===== src/rtl/brownout_pkg.sv =====
// Shared types and constants for the brownout reset sequencer.
// The internal FSM keeps TRIP and HOLD apart; the external state port merges them.
package brownout_pkg;

  localparam int TRIM_W = 3;
  localparam logic [TRIM_W-1:0] TRIM_RST = 3'b111;

  typedef enum logic [2:0] {
    ST_OFF,
    ST_ARM,
    ST_MON,
    ST_TRIP,
    ST_HOLD
  } state_t;

  typedef logic [1:0] state_code_t;

  function automatic state_code_t state_code(input state_t s);
    state_code_t c;
    case (s)
      ST_OFF:  c = 2'd0;
      ST_ARM:  c = 2'd1;
      ST_MON:  c = 2'd2;
      default: c = 2'd3;
    endcase
    return c;
  endfunction

endpackage


===== src/rtl/brownout_sync_deb.sv =====
// Multi-flop synchronizer for one asynchronous detector line, followed by an
// optional level debouncer (DEB_CYCLES = 0 passes the synchronized level through).
module brownout_sync_deb #(
  parameter int SYNC_STAGES = 2,
  parameter int DEB_CYCLES  = 16
) (
  input  logic clk,
  input  logic rst,
  input  logic hold,
  input  logic async_in,
  output logic sync_out,
  output logic db_out
);

  logic [SYNC_STAGES-1:0] sync_reg;

  always_ff @(posedge clk) begin
    if (rst) begin
      sync_reg <= '0;
    end else begin
      sync_reg <= {sync_reg[SYNC_STAGES-2:0], async_in};
    end
  end

  assign sync_out = sync_reg[SYNC_STAGES-1];

  generate
    if (DEB_CYCLES == 0) begin : g_bypass
      logic hold_unused;
      assign hold_unused = hold;
      assign db_out      = sync_out;
    end else begin : g_deb
      localparam int CW = (DEB_CYCLES > 1) ? $clog2(DEB_CYCLES) : 1;
      logic [CW-1:0] cnt_reg;
      logic          db_reg;

      // Any cycle where the input agrees with the accepted level restarts the run.
      always_ff @(posedge clk) begin
        if (rst || hold) begin
          cnt_reg <= '0;
          db_reg  <= 1'b0;
        end else if (sync_out != db_reg) begin
          if (cnt_reg == CW'(DEB_CYCLES - 1)) begin
            db_reg  <= sync_out;
            cnt_reg <= '0;
          end else begin
            cnt_reg <= cnt_reg + CW'(1);
          end
        end else begin
          cnt_reg <= '0;
        end
      end

      assign db_out = db_reg;
    end
  endgenerate

endmodule


===== src/rtl/brownout_reset_seq.sv =====
// Brownout sequencer: arms the analog detector, debounces its trip output and
// produces a stretched system reset, trip interrupt, event count and undervoltage flag.
module brownout_reset_seq
  import brownout_pkg::*;
#(
  parameter int SYNC_STAGES   = 2,
  parameter int SETTLE_CYCLES = 64,
  parameter int DEB_CYCLES    = 16,
  parameter int HOLD_CYCLES   = 1024,
  parameter int CNT_W         = 8
) (
  input  logic              clk,
  input  logic              rst,
  input  logic              en,
  input  logic              clr,
  input  logic [TRIM_W-1:0] otrip_cfg,
  input  logic [TRIM_W-1:0] vtrip_cfg,
  input  logic              brout_in,
  input  logic              vunder_in,
  output logic              ena_out,
  output logic [TRIM_W-1:0] otrip,
  output logic [TRIM_W-1:0] vtrip,
  output logic              sys_rst,
  output logic              brout_irq,
  output logic              vunder_flag,
  output logic [CNT_W-1:0]  evt_cnt,
  output logic [1:0]        state
);

  localparam int TMR_MAX = (SETTLE_CYCLES > HOLD_CYCLES) ? SETTLE_CYCLES : HOLD_CYCLES;
  localparam int TMR_W   = $clog2(TMR_MAX + 1);

  state_t             state_reg, state_next;
  logic [TMR_W-1:0]   tmr_reg, tmr_next;
  logic               new_trip;
  logic               brout_db, vunder_s;
  logic               deb_hold, mon_active;
  logic               brout_s_unused, vunder_db_unused;
  logic [TRIM_W-1:0]  otrip_reg, vtrip_reg;
  logic               irq_reg, vflag_reg;
  logic [CNT_W-1:0]   evt_reg;

  // The debouncer only runs once the detector has settled.
  assign deb_hold   = (state_reg == ST_OFF) || (state_reg == ST_ARM);
  assign mon_active = (state_reg == ST_MON) || (state_reg == ST_TRIP) || (state_reg == ST_HOLD);

  brownout_sync_deb #(.SYNC_STAGES(SYNC_STAGES), .DEB_CYCLES(DEB_CYCLES)) u_brout (
    .clk(clk), .rst(rst), .hold(deb_hold), .async_in(brout_in),
    .sync_out(brout_s_unused), .db_out(brout_db)
  );

  brownout_sync_deb #(.SYNC_STAGES(SYNC_STAGES), .DEB_CYCLES(0)) u_vunder (
    .clk(clk), .rst(rst), .hold(deb_hold), .async_in(vunder_in),
    .sync_out(vunder_s), .db_out(vunder_db_unused)
  );

  always_comb begin
    state_next = state_reg;
    tmr_next   = tmr_reg + TMR_W'(1);
    new_trip   = 1'b0;
    if (!en) begin
      state_next = ST_OFF;
      tmr_next   = '0;
    end else begin
      case (state_reg)
        ST_OFF: begin
          state_next = ST_ARM;
          tmr_next   = '0;
        end
        ST_ARM: begin
          if (tmr_reg == TMR_W'(SETTLE_CYCLES - 1)) begin
            state_next = ST_MON;
            tmr_next   = '0;
          end
        end
        ST_MON: begin
          tmr_next = '0;
          if (brout_db) begin
            state_next = ST_TRIP;
            new_trip   = 1'b1;
          end
        end
        ST_TRIP: begin
          tmr_next = '0;
          if (!brout_db) state_next = ST_HOLD;
        end
        ST_HOLD: begin
          // A relapse while stretching is the same event: no irq, no count.
          if (brout_db) begin
            state_next = ST_TRIP;
            tmr_next   = '0;
          end else if (tmr_reg == TMR_W'(HOLD_CYCLES - 1)) begin
            state_next = ST_MON;
            tmr_next   = '0;
          end
        end
        default: begin
          state_next = ST_OFF;
          tmr_next   = '0;
        end
      endcase
    end
  end

  always_ff @(posedge clk) begin
    if (rst) begin
      state_reg <= ST_OFF;
      tmr_reg   <= '0;
      otrip_reg <= TRIM_RST;
      vtrip_reg <= TRIM_RST;
      irq_reg   <= 1'b0;
      vflag_reg <= 1'b0;
      evt_reg   <= '0;
    end else begin
      state_reg <= state_next;
      tmr_reg   <= tmr_next;
      irq_reg   <= new_trip;
      if (state_reg == ST_OFF && en) begin
        otrip_reg <= otrip_cfg;
        vtrip_reg <= vtrip_cfg;
      end
      if (vunder_s && mon_active) begin
        vflag_reg <= 1'b1;
      end else if (clr) begin
        vflag_reg <= 1'b0;
      end
      if (new_trip) begin
        evt_reg <= clr ? CNT_W'(1) : ((&evt_reg) ? evt_reg : evt_reg + CNT_W'(1));
      end else if (clr) begin
        evt_reg <= '0;
      end
    end
  end

  assign ena_out     = (state_reg != ST_OFF);
  assign sys_rst     = (state_reg == ST_TRIP) || (state_reg == ST_HOLD);
  assign otrip       = otrip_reg;
  assign vtrip       = vtrip_reg;
  assign brout_irq   = irq_reg;
  assign vunder_flag = vflag_reg;
  assign evt_cnt     = evt_reg;
  assign state       = state_code(state_reg);

endmodule


===== config.mk =====
export PLATFORM = sky130hd
export DESIGN_NAME = brownout_reset_seq
export DESIGN_NICKNAME = d
export VERILOG_FILES = /design/src/rtl/brownout_pkg.sv /design/src/rtl/brownout_sync_deb.sv /design/src/rtl/brownout_reset_seq.sv
export SDC_FILE = /design/constraint.sdc
export NUM_CORES = 1
export LEC_CHECK = 0
export CELL_PAD_IN_SITES_DETAIL_PLACEMENT = 1
export CELL_PAD_IN_SITES_GLOBAL_PLACEMENT = 2
export CORE_AREA = 8 8 75 103
export CTS_CLUSTER_DIAMETER = 80
export DETAILED_ROUTE_END_ITERATION = 6
export DIE_AREA = 0 0 83 111
export GPL_TIMING_DRIVEN = 0
export HOLD_SLACK_MARGIN = 0.02
export PLACE_DENSITY_LB_ADDON = 0.1
export SYNTH_ARGS = -nofsm -noshare
export SYNTH_HDL_FRONTEND = slang
export SYNTH_SLANG_ARGS = --single-unit

===== constraint.sdc =====
create_clock -name clk -period 2.03 [get_ports clk]
set_input_delay 0.406 -clock clk [delete_from_list [all_inputs] [get_ports clk]]
set_output_delay 0.406 -clock clk [all_outputs]
set_load 0.05 [all_outputs]

# Word level (Yosys, flattened, before mapping)
# Cells that the tools add are included.
[totals]
register_bits = 39
latchBits = 0
mem_bits_rw = 0
mem_bits_ro = 0
input_bits = 12
output_inout_bits = 20
wordCells = 66
n_memories = 0
[op_classes]
add_sub_neg = 3
mul = 0
div = 0
order_cmp = 0
n_eq_ne = 13
n_shift = 0
mux = 20
bitwise = 2
n_reduce_logical = 17
[ops]
columns = ["cell", "n"]
rows = [
  ["2-to-1 mux 11 bit", 3],
  ["2-to-1 mux 8 bit", 4],
  ["one-hot mux 11 bit (2 select lines)", 1],
  ["2-to-1 mux 3 bit", 5],
  ["one-hot mux 3 bit (5 select lines)", 1],
  ["adder 11 x 1 -> 11 bit (second input constant)", 1],
  ["== test 11 x 10 -> 1 bit (second input constant)", 1],
  ["== test 11 x 6 -> 1 bit (second input constant)", 1],
  ["adder 8 x 1 -> 8 bit (second input constant)", 1],
  ["AND reduction 8 bit", 1],
  ["== test 3 x 2 -> 1 bit (second input constant)", 2],
  ["one-hot mux 2 bit (3 select lines)", 1],
  ["logical OR 1 bit", 5],
  ["2-to-1 mux 1 bit", 5],
  ["adder 4 x 1 -> 4 bit (second input constant)", 1],
  ["== test 4 bit (second input constant)", 1],
  ["inequality test 2 x 1 -> 1 bit (second input constant)", 2],
  ["inequality test 2 bit (second input constant)", 2],
  ["AND reduction 2 bit", 2],
  ["AND reduction 4 bit", 1],
  ["nonzero test 2 bit", 2],
  ["== test 3 x 1 -> 1 bit (second input constant)", 1],
  ["== test 3 bit (second input constant)", 1],
  ["zero test 3 bit", 1],
  ["7 further kinds", 9],
]

# Depth between registers and ports, before layout
# Gate-level depths: netlist of the first run.
[logic_depth]
ltp_word = 5
ltp_mapped = 6

# Modules after synthesis
# Synthesis of the first run repeated with hierarchy kept, for this count alone.
[unflattened]
cells_unflattened = 195
hier_area_um2 = 1726.7
[by_module_without_submodules]
columns = ["mod", "instances", "cells_each", "area_each_um2"]
rows = [
  ["brownout_reset_seq", 1, 166, 1418.9],
  ["brownout_sync_deb at u_brout", 1, 24, 247.7],
  ["brownout_sync_deb at u_vunder", 1, 5, 60.1],
]

# Worst setup path after synthesis of the first run
# No wires, ideal clock.
[synth_timing]
path_kind = "register to register"
from = "register evt_reg[1] (netlist: evt_cnt[1])"
to = "register evt_reg[0] (netlist: evt_cnt[0])"
setup_time_ns = 0.087
t_arrival_ns = 1.890
required_time_ns = 1.943
slack_ns = 0.053
path_stages_with_launch = 6
period_less_slack_ns = 1.977
cell_sequence = "dfxtp_1 ha_1 nand3_1 o311a_1 or4_1 o31ai_1"
[synth_between]
elab_chain_cells = 3
[synth_lines]
columns = ["item", "line", "source"]
rows = [
  ["from (decl)", "brownout_reset_seq.sv:41", "logic [CNT_W-1:0] evt_reg;"],
  ["from (signal assigned)", "brownout_reset_seq.sv:128", "evt_reg <= clr ? CNT_W'(1) : ((&evt_reg) ? evt_reg : evt_reg + CNT_W'(1));"],
  ["AND reduction 8 bit", "brownout_reset_seq.sv:128", ""],
  ["inequality test 2 bit (no line)", "--", ""],
  ["AND reduction 2 bit (no line)", "--", ""],
]
# No other way between the ends.
# A chain may end at the register's enable or synchronous reset.

# Worst setup path after layout of the first run
[layout_timing]
from = "register evt_reg[5] (netlist: evt_cnt[5])"
to = "output port evt_cnt[5]"
[layout_lines]
columns = ["item", "line", "source"]
rows = [
  ["to (decl)", "brownout_reset_seq.sv:26", "output logic [CNT_W-1:0] evt_cnt,"],
]
# No word-level cell between the ends.

==> impl_metrics.env, run 1 <==
export IMPL_grt_max_degree=13
export IMPL_fin_crit_sh_pct=96.7
export IMPL_cp_data_arrival_time_ps=1560
export IMPL_syn_area_per_cell_um2=8.67
export IMPL_wl_met2_mm=2.32
export IMPL_hp_class="reg -> reg"
export IMPL_cts_clk_slew_worst_paths_ps=80
export IMPL_clock_sinks=39
export IMPL_ys_seq_elements=39
export IMPL_synthCells=212
export IMPL_clockRootBuffer="clkbuf_8"
export IMPL_synth_edf_count=0
export IMPL_syn2layout_area_growth_pct=28.5
export IMPL_p_seq_share_pct=52.5
export IMPL_top_layer="met4"
export IMPL_maxSlewViolCount=0
export IMPL_antennaDiodeCount=0
export IMPL_grt_first_pass_wirelength_mm=8.14
export IMPL_status="complete, no violations"
export IMPL_switching_share_pct=25.1
export IMPL_finalSetupTns_ps=0
export IMPL_start_kind="flop"
export IMPL_relSlewSlack_pct=65.5
export IMPL_drt_iter0_drc=46
export IMPL_ys_flop_type="dfxtp_1"
export IMPL_path_class="reg -> out"
export IMPL_worstMarginPinSlew_ps=516
export IMPL_io_buffer_count=31
export IMPL_power_switching_mw=0.375
export IMPL_rsz0062_at_grt="false"
export IMPL_die_w_um=83
export IMPL_htreeDepth=2
export IMPL_worstSkewPairLatency_ps=290
export IMPL_timing_final_ws_setup_ps=67.8
export IMPL_required_ps=1620
export IMPL_cts_tree="done"
export IMPL_drtAntennaViolNets=0
export IMPL_finalNetCount=266
export IMPL_crit_buf_inv=1
export IMPL_synth_cell_types=45
export IMPL_fin_crit_ps=1960
export IMPL_ioPinCount=32
export IMPL_holdBufCountCts=0
export IMPL_yosysSeqAreaShare_pct=42.5
export IMPL_core_area_mm2=0.00617
export IMPL_yosys_warnings=0
export IMPL_maxCapViolations=0
export IMPL_grtUsageTotal_pct=10.5
export IMPL_antenna_found_initial=0
export IMPL_die_area_mm2=0.00921
export IMPL_crit_path_max_incr_delay_ps=840
export IMPL_pre_cts_ws_ps=-258
export IMPL_firstDrtPassIters=4
export IMPL_largest_register_ff_count=11
export IMPL_postPlaceCellArea_mm2=0.00224
export IMPL_synthTopCellsByCount="dfxtp_1, nor2_1, nand2_1, inv_1, nand3_1"
export IMPL_p_leak_nw=0.907
export IMPL_hold_violations=0
export IMPL_met1_length_mm=2.11
export IMPL_end_kind="output pin"
export IMPL_peakVddDrop_v=0.000214
export IMPL_drcViolationCount=0
export IMPL_total_power_mw=1.49
export IMPL_wl_per_cell_um=14.4
export IMPL_synth_most_common_cell="dfxtp_1"
export IMPL_p_comb_share_pct=9.7
export IMPL_wirelength_mm=4.67
export IMPL_cts_buffer_depth=2
export IMPL_internal_power_mw=1.12
export IMPL_finClkSkew_ps=6.79
export IMPL_powerDensity_mw_per_mm2=633
export IMPL_grt_pass1_vias=1718
export IMPL_max_freq_mhz=510
export IMPL_synthArstFlopShare_pct=0
export IMPL_drive_above_1_share_pct=10.3
export IMPL_yosys_area_top_type_share_pct=42.5
export IMPL_synth_area_leaders="dfxtp_1, nor2_1, nand2_1"
export IMPL_fp_dieH_um=111
export IMPL_clock_power_share_pct=37.8
export IMPL_overflow=0
export IMPL_cts_buffers=5
export IMPL_synth_nets=227
export IMPL_yosysTopAreaCell="dfxtp_1"
export IMPL_crit_family="buffers and inverters"
export IMPL_cp_max_fo=5
export IMPL_hpwl_mm=3.46
export IMPL_start_util_pct=29.8
export IMPL_gp_congestion=0.732
export IMPL_met3_wirelength_um=174
export IMPL_vias_per_cell=4.90
export IMPL_row_count=34
export IMPL_setup_viol=0
export IMPL_cp_cell_sequence="clkdlybuf4s50_1"
export IMPL_vias=1589
export IMPL_finish_instance_area_mm2=0.00236
export IMPL_syn_area_mm2=0.00184
export IMPL_crit_slowest_cell="clkdlybuf4s50_1"
cell usage in the layout (no fill, tap or decap), types with 2 or more instances in the layout:
cell type,netlist,routed
clkbuf_8,0,6
a211oi_1,3,3
dfxtp_1,39,39
a211o_1,6,6
buf_6,2,2
dlygate4sd2_1,0,4
a21oi_1,3,3
or2_2,2,2
o21ai_0,5,5
nor3_4,1,2
nand3_1,12,12
nand2_1,21,21
nor3_1,8,8
mux2i_1,3,3
xor2_1,9,9
inv_1,12,12
nand4_1,6,6
or2b_2,2,2
xnor2_1,9,9
clkbuf_1,3,4
nor2_1,32,30
and3_1,3,3
ha_1,3,2
nor2b_1,4,4
clkdlybuf4s50_1,0,26
and4_1,2,2
power by group through the flow:
stage	clock, mW	sequential [mW]	combinational [mW]
finish	0.564	0.784	0.146
global route	0.628	0.787	0.158
CTS	0.603	0.785	0.143
detailed placement	0	0.803	0.144
global placement	0	0.802	0.144
floorplan	0	0.834	0.0525
per-layer routing:
layer | GRT usage [%] | vias to the layer above
met3 | 3.16 | 7
met5 | 0 | -
met1 | 11.3 | 757
li1 | - | 801
met2 | 18.4 | 24
met4 | 3.88 | 0
logic make-up (layout without fill, tap and decap cells):
logic type / after synthesis / after routing / synth area share [%]
AND/OR/NAND/NOR: 103 / 103 / 28.7
flip-flops: 39 / 39 / 42.5
AO/OA/AOI/OAI: 27 / 27 / 11.5
buffers and inverters: 19 / 59 / 5.11
XOR/XNOR: 18 / 18 / 8.58
adder cells (fa/ha/maj): 3 / 3 / 2.04
multiplexers: 3 / 3 / 1.63
cell type report:
type                       count  area [um^2]
sequential                    39          781
inverter                      12         45.0
tap                           72         90.1
buffer                         7         48.8
timing repair buffer          32          320
clock buffer                   7         86.3
fill                         738         3810
clock inverter                 1         8.76
multi-input combinational    154          982
path summary, 6_finish.rpt:
check	from	endpoint	slack, ps	cells past startpoint
setup / recovery	evt_cnt[5]	evt_cnt[5]	70	1
setup reg to reg	tmr_reg[0]	tmr_reg[0]	110	6
hold / removal	u_brout.sync_reg[0]	u_brout.sync_reg[1]	440	1
hold reg to reg	u_brout.sync_reg[0]	u_brout.sync_reg[1]	440	1
through the flow:
| stage | std cells | utilization, % | hold WS (ps) |
|---|---|---|---|
| after floorplan | 212 | - | 414 |
| after global placement | 315 | 36.3 | 422 |
| after detailed placement | 315 | 36.3 | 427 |
| after CTS | 323 | 37.7 | 447 |
| after global routing | 324 | 38.3 | 469 |
| final | 324 | 38.3 | 442 |
timing repair:
item	4_1_cts	5_1_grt
pin swaps	1	1
setup buffers	0	1
endpoints found under the hold margin	0	0
endpoints found under the setup margin	13	12
resized for setup	10	4
Power figures use the tool's default switching activity.
==> inputs of run 2 (changes only) <==
--- a/config.mk
+++ b/config.mk
@@ -14,6 +14,7 @@
 export GPL_TIMING_DRIVEN = 0
 export HOLD_SLACK_MARGIN = 0.02
 export PLACE_DENSITY_LB_ADDON = 0.1
+export REMOVE_ABC_BUFFERS = 1
 export SYNTH_ARGS = -nofsm -noshare
 export SYNTH_HDL_FRONTEND = slang
 export SYNTH_SLANG_ARGS = --single-unit
==> impl_metrics.env, run 2 (same netlist as run 1, synthesis figures left out) <==
export IMPL_stdcell_count=317
export IMPL_worstSkewPairLatency_ps=290
export IMPL_cts_clk_slew_worst_paths_ps=70
export IMPL_die_w_um=83
export IMPL_wirelength_mm=4.49
export IMPL_r2r_end="tmr_reg[0]"
export IMPL_gp_congestion=0.686
export IMPL_finish_instance_area_mm2=0.00231
export IMPL_vias=1548
export IMPL_cts_buffers=5
export IMPL_io_buffer_count=31
export IMPL_fp_dieH_um=111
export IMPL_holdBufCountCts=0
export IMPL_max_freq_mhz=512
export IMPL_drcViolationCount=0
export IMPL_wl_per_cell_um=14.2
export IMPL_grt_max_degree=19
export IMPL_grt_pass1_vias=1652
export IMPL_r2r_cells=6
export IMPL_firstDrtPassIters=4
export IMPL_status="complete, no violations"
export IMPL_overflow=0
export IMPL_die_area_mm2=0.00921
export IMPL_pre_cts_ws_ps=-490
export IMPL_cp_max_fo=5
export IMPL_antennaDiodeCount=0
export IMPL_p_leak_nw=0.902
export IMPL_worstMarginPinSlew_ps=647
export IMPL_clockRootBuffer="clkbuf_8"
export IMPL_cp_data_arrival_time_ps=1550
export IMPL_powerDensity_mw_per_mm2=622
export IMPL_path_class="reg -> out"
export IMPL_reg2reg_from="tmr_reg[0]"
export IMPL_final_cell_mix="dfxtp_1, nor2_1, clkdlybuf4s50_1"
export IMPL_cp_cell_sequence="clkdlybuf4s50_1"
export IMPL_hp_class="reg -> reg"
export IMPL_finClkSkew_ps=3.67
export IMPL_grt_first_pass_wirelength_mm=7.82
export IMPL_cp_num_cells=1
export IMPL_crit_buf_inv=1
export IMPL_end_kind="output pin"
export IMPL_ioPinCount=32
export IMPL_core_area_mm2=0.00617
export IMPL_maxSlewViolCount=0
export IMPL_htreeDepth=2
export IMPL_syn2layout_area_growth_pct=25.5
export IMPL_start_kind="flop"
export IMPL_crit_family="buffers and inverters"
export IMPL_clock_sinks=39
export IMPL_layout_commonest_cell="dfxtp_1"
export IMPL_relSlewSlack_pct=56.9
export IMPL_start_util_pct=29.8
export IMPL_crit_slowest_cell="clkdlybuf4s50_1"
export IMPL_fin_crit_ps=1950
export IMPL_drive_above_1_share_pct=10.6
export IMPL_total_power_mw=1.43
export IMPL_setup_worst_path_start="evt_cnt[5]"
export IMPL_maxCapViolations=0
export IMPL_hold_violations=0
export IMPL_timing_final_ws_setup_ps=75.5
export IMPL_r2r_setup_slack_ps=170
export IMPL_largest_register_ff_count=11
export IMPL_endpoint="evt_cnt[5]"
export IMPL_row_count=34
export IMPL_cts_buffer_depth=2
export IMPL_drt_iter0_drc=31
export IMPL_finalNetCount=259
export IMPL_hpwl_mm=3.35
export IMPL_fin_crit_sh_pct=96.3
export IMPL_drtAntennaViolNets=0
export IMPL_antenna_found_initial=0
export IMPL_required_ps=1620
export IMPL_rsz0062_at_grt="false"
export IMPL_cts_tree="done"
export IMPL_vias_per_cell=4.88
export IMPL_peakVddDrop_v=0.000312
export IMPL_setup_viol=0
export IMPL_dp_cells=308
export IMPL_postPlaceCellArea_mm2=0.00219
export IMPL_grtUsageTotal_pct=10.1
export IMPL_holdWs_ps=440
export IMPL_crit_path_max_incr_delay_ps=840
run 2: cell count changes in the layout (fill, tap and decap cells not counted), moves of 2 or more:
cell             delta
buf_6               -2
clkbuf_1            -2
clkbuf_2            +2
clkdlybuf4s50_1     -2
dfxtp_1             -3
dfxtp_2             +3
dlygate4sd2_1       -2
dlymetal6s2s_1      +2
run 2: where the power goes:
group / switching (mW) / internal [mW]
Clock: 0.268 / 0.241
Sequential: 0.00874 / 0.778
Combinational: 0.0799 / 0.0580
Total: 0.357 / 1.08
run 2: worst min-delay path by stage:
| stage | start | endpoint | slack, ps | depth (start not counted) |
|---|---|---|---|---|
| floorplan | u_brout.sync_reg[0] | u_brout.sync_reg[1] | 410 | 1 |
| global placement | u_brout.sync_reg[0] | u_brout.sync_reg[1] | 420 | 1 |
| detailed placement | u_brout.sync_reg[0] | u_brout.sync_reg[1] | 430 | 1 |
| CTS | u_vunder.sync_reg[0] | u_vunder.sync_reg[1] | 450 | 1 |
| global route | u_brout.sync_reg[0] | u_brout.sync_reg[1] | 470 | 1 |
| finish | u_vunder.sync_reg[0] | u_vunder.sync_reg[1] | 440 | 1 |
run 2: metrics by stage:
| step | util (%) | setup TNS (ps) |
|---|---|---|
| final | 37.4 | 0 |
| after global routing | 37.4 | 0 |
| after CTS | 37.1 | -501 |
| after detailed placement | 35.5 | -4500 |
| after global placement | 35.5 | -4770 |
| after floorplan | - | 0 |
run 2: final cells by class:
| class | count | area (um^2) |
|---|---|---|
| fill | 734 | 3860 |
| multi-input combinational | 154 | 987 |
| sequential | 39 | 785 |
| timing repair buffer | 32 | 318 |
| tap | 72 | 90.1 |
| clock buffer | 7 | 76.3 |
| inverter | 12 | 45.0 |
| clock inverter | 1 | 5.00 |
run 2: per-layer routing:
metal	vias up	GRT usage, %	wire, um
met5	-	0	0
met4	0	3.18	43
met3	4	3.38	184
met2	23	17.6	2300
met1	731	11.0	1960
li1	790	-	-
run 2: timing repair:
action | CTS | global route
buffers inserted | 0 | 1
endpoints found under the setup margin | 13 | 14
resized for setup | 10 | 13
pin swaps | 0 | 1
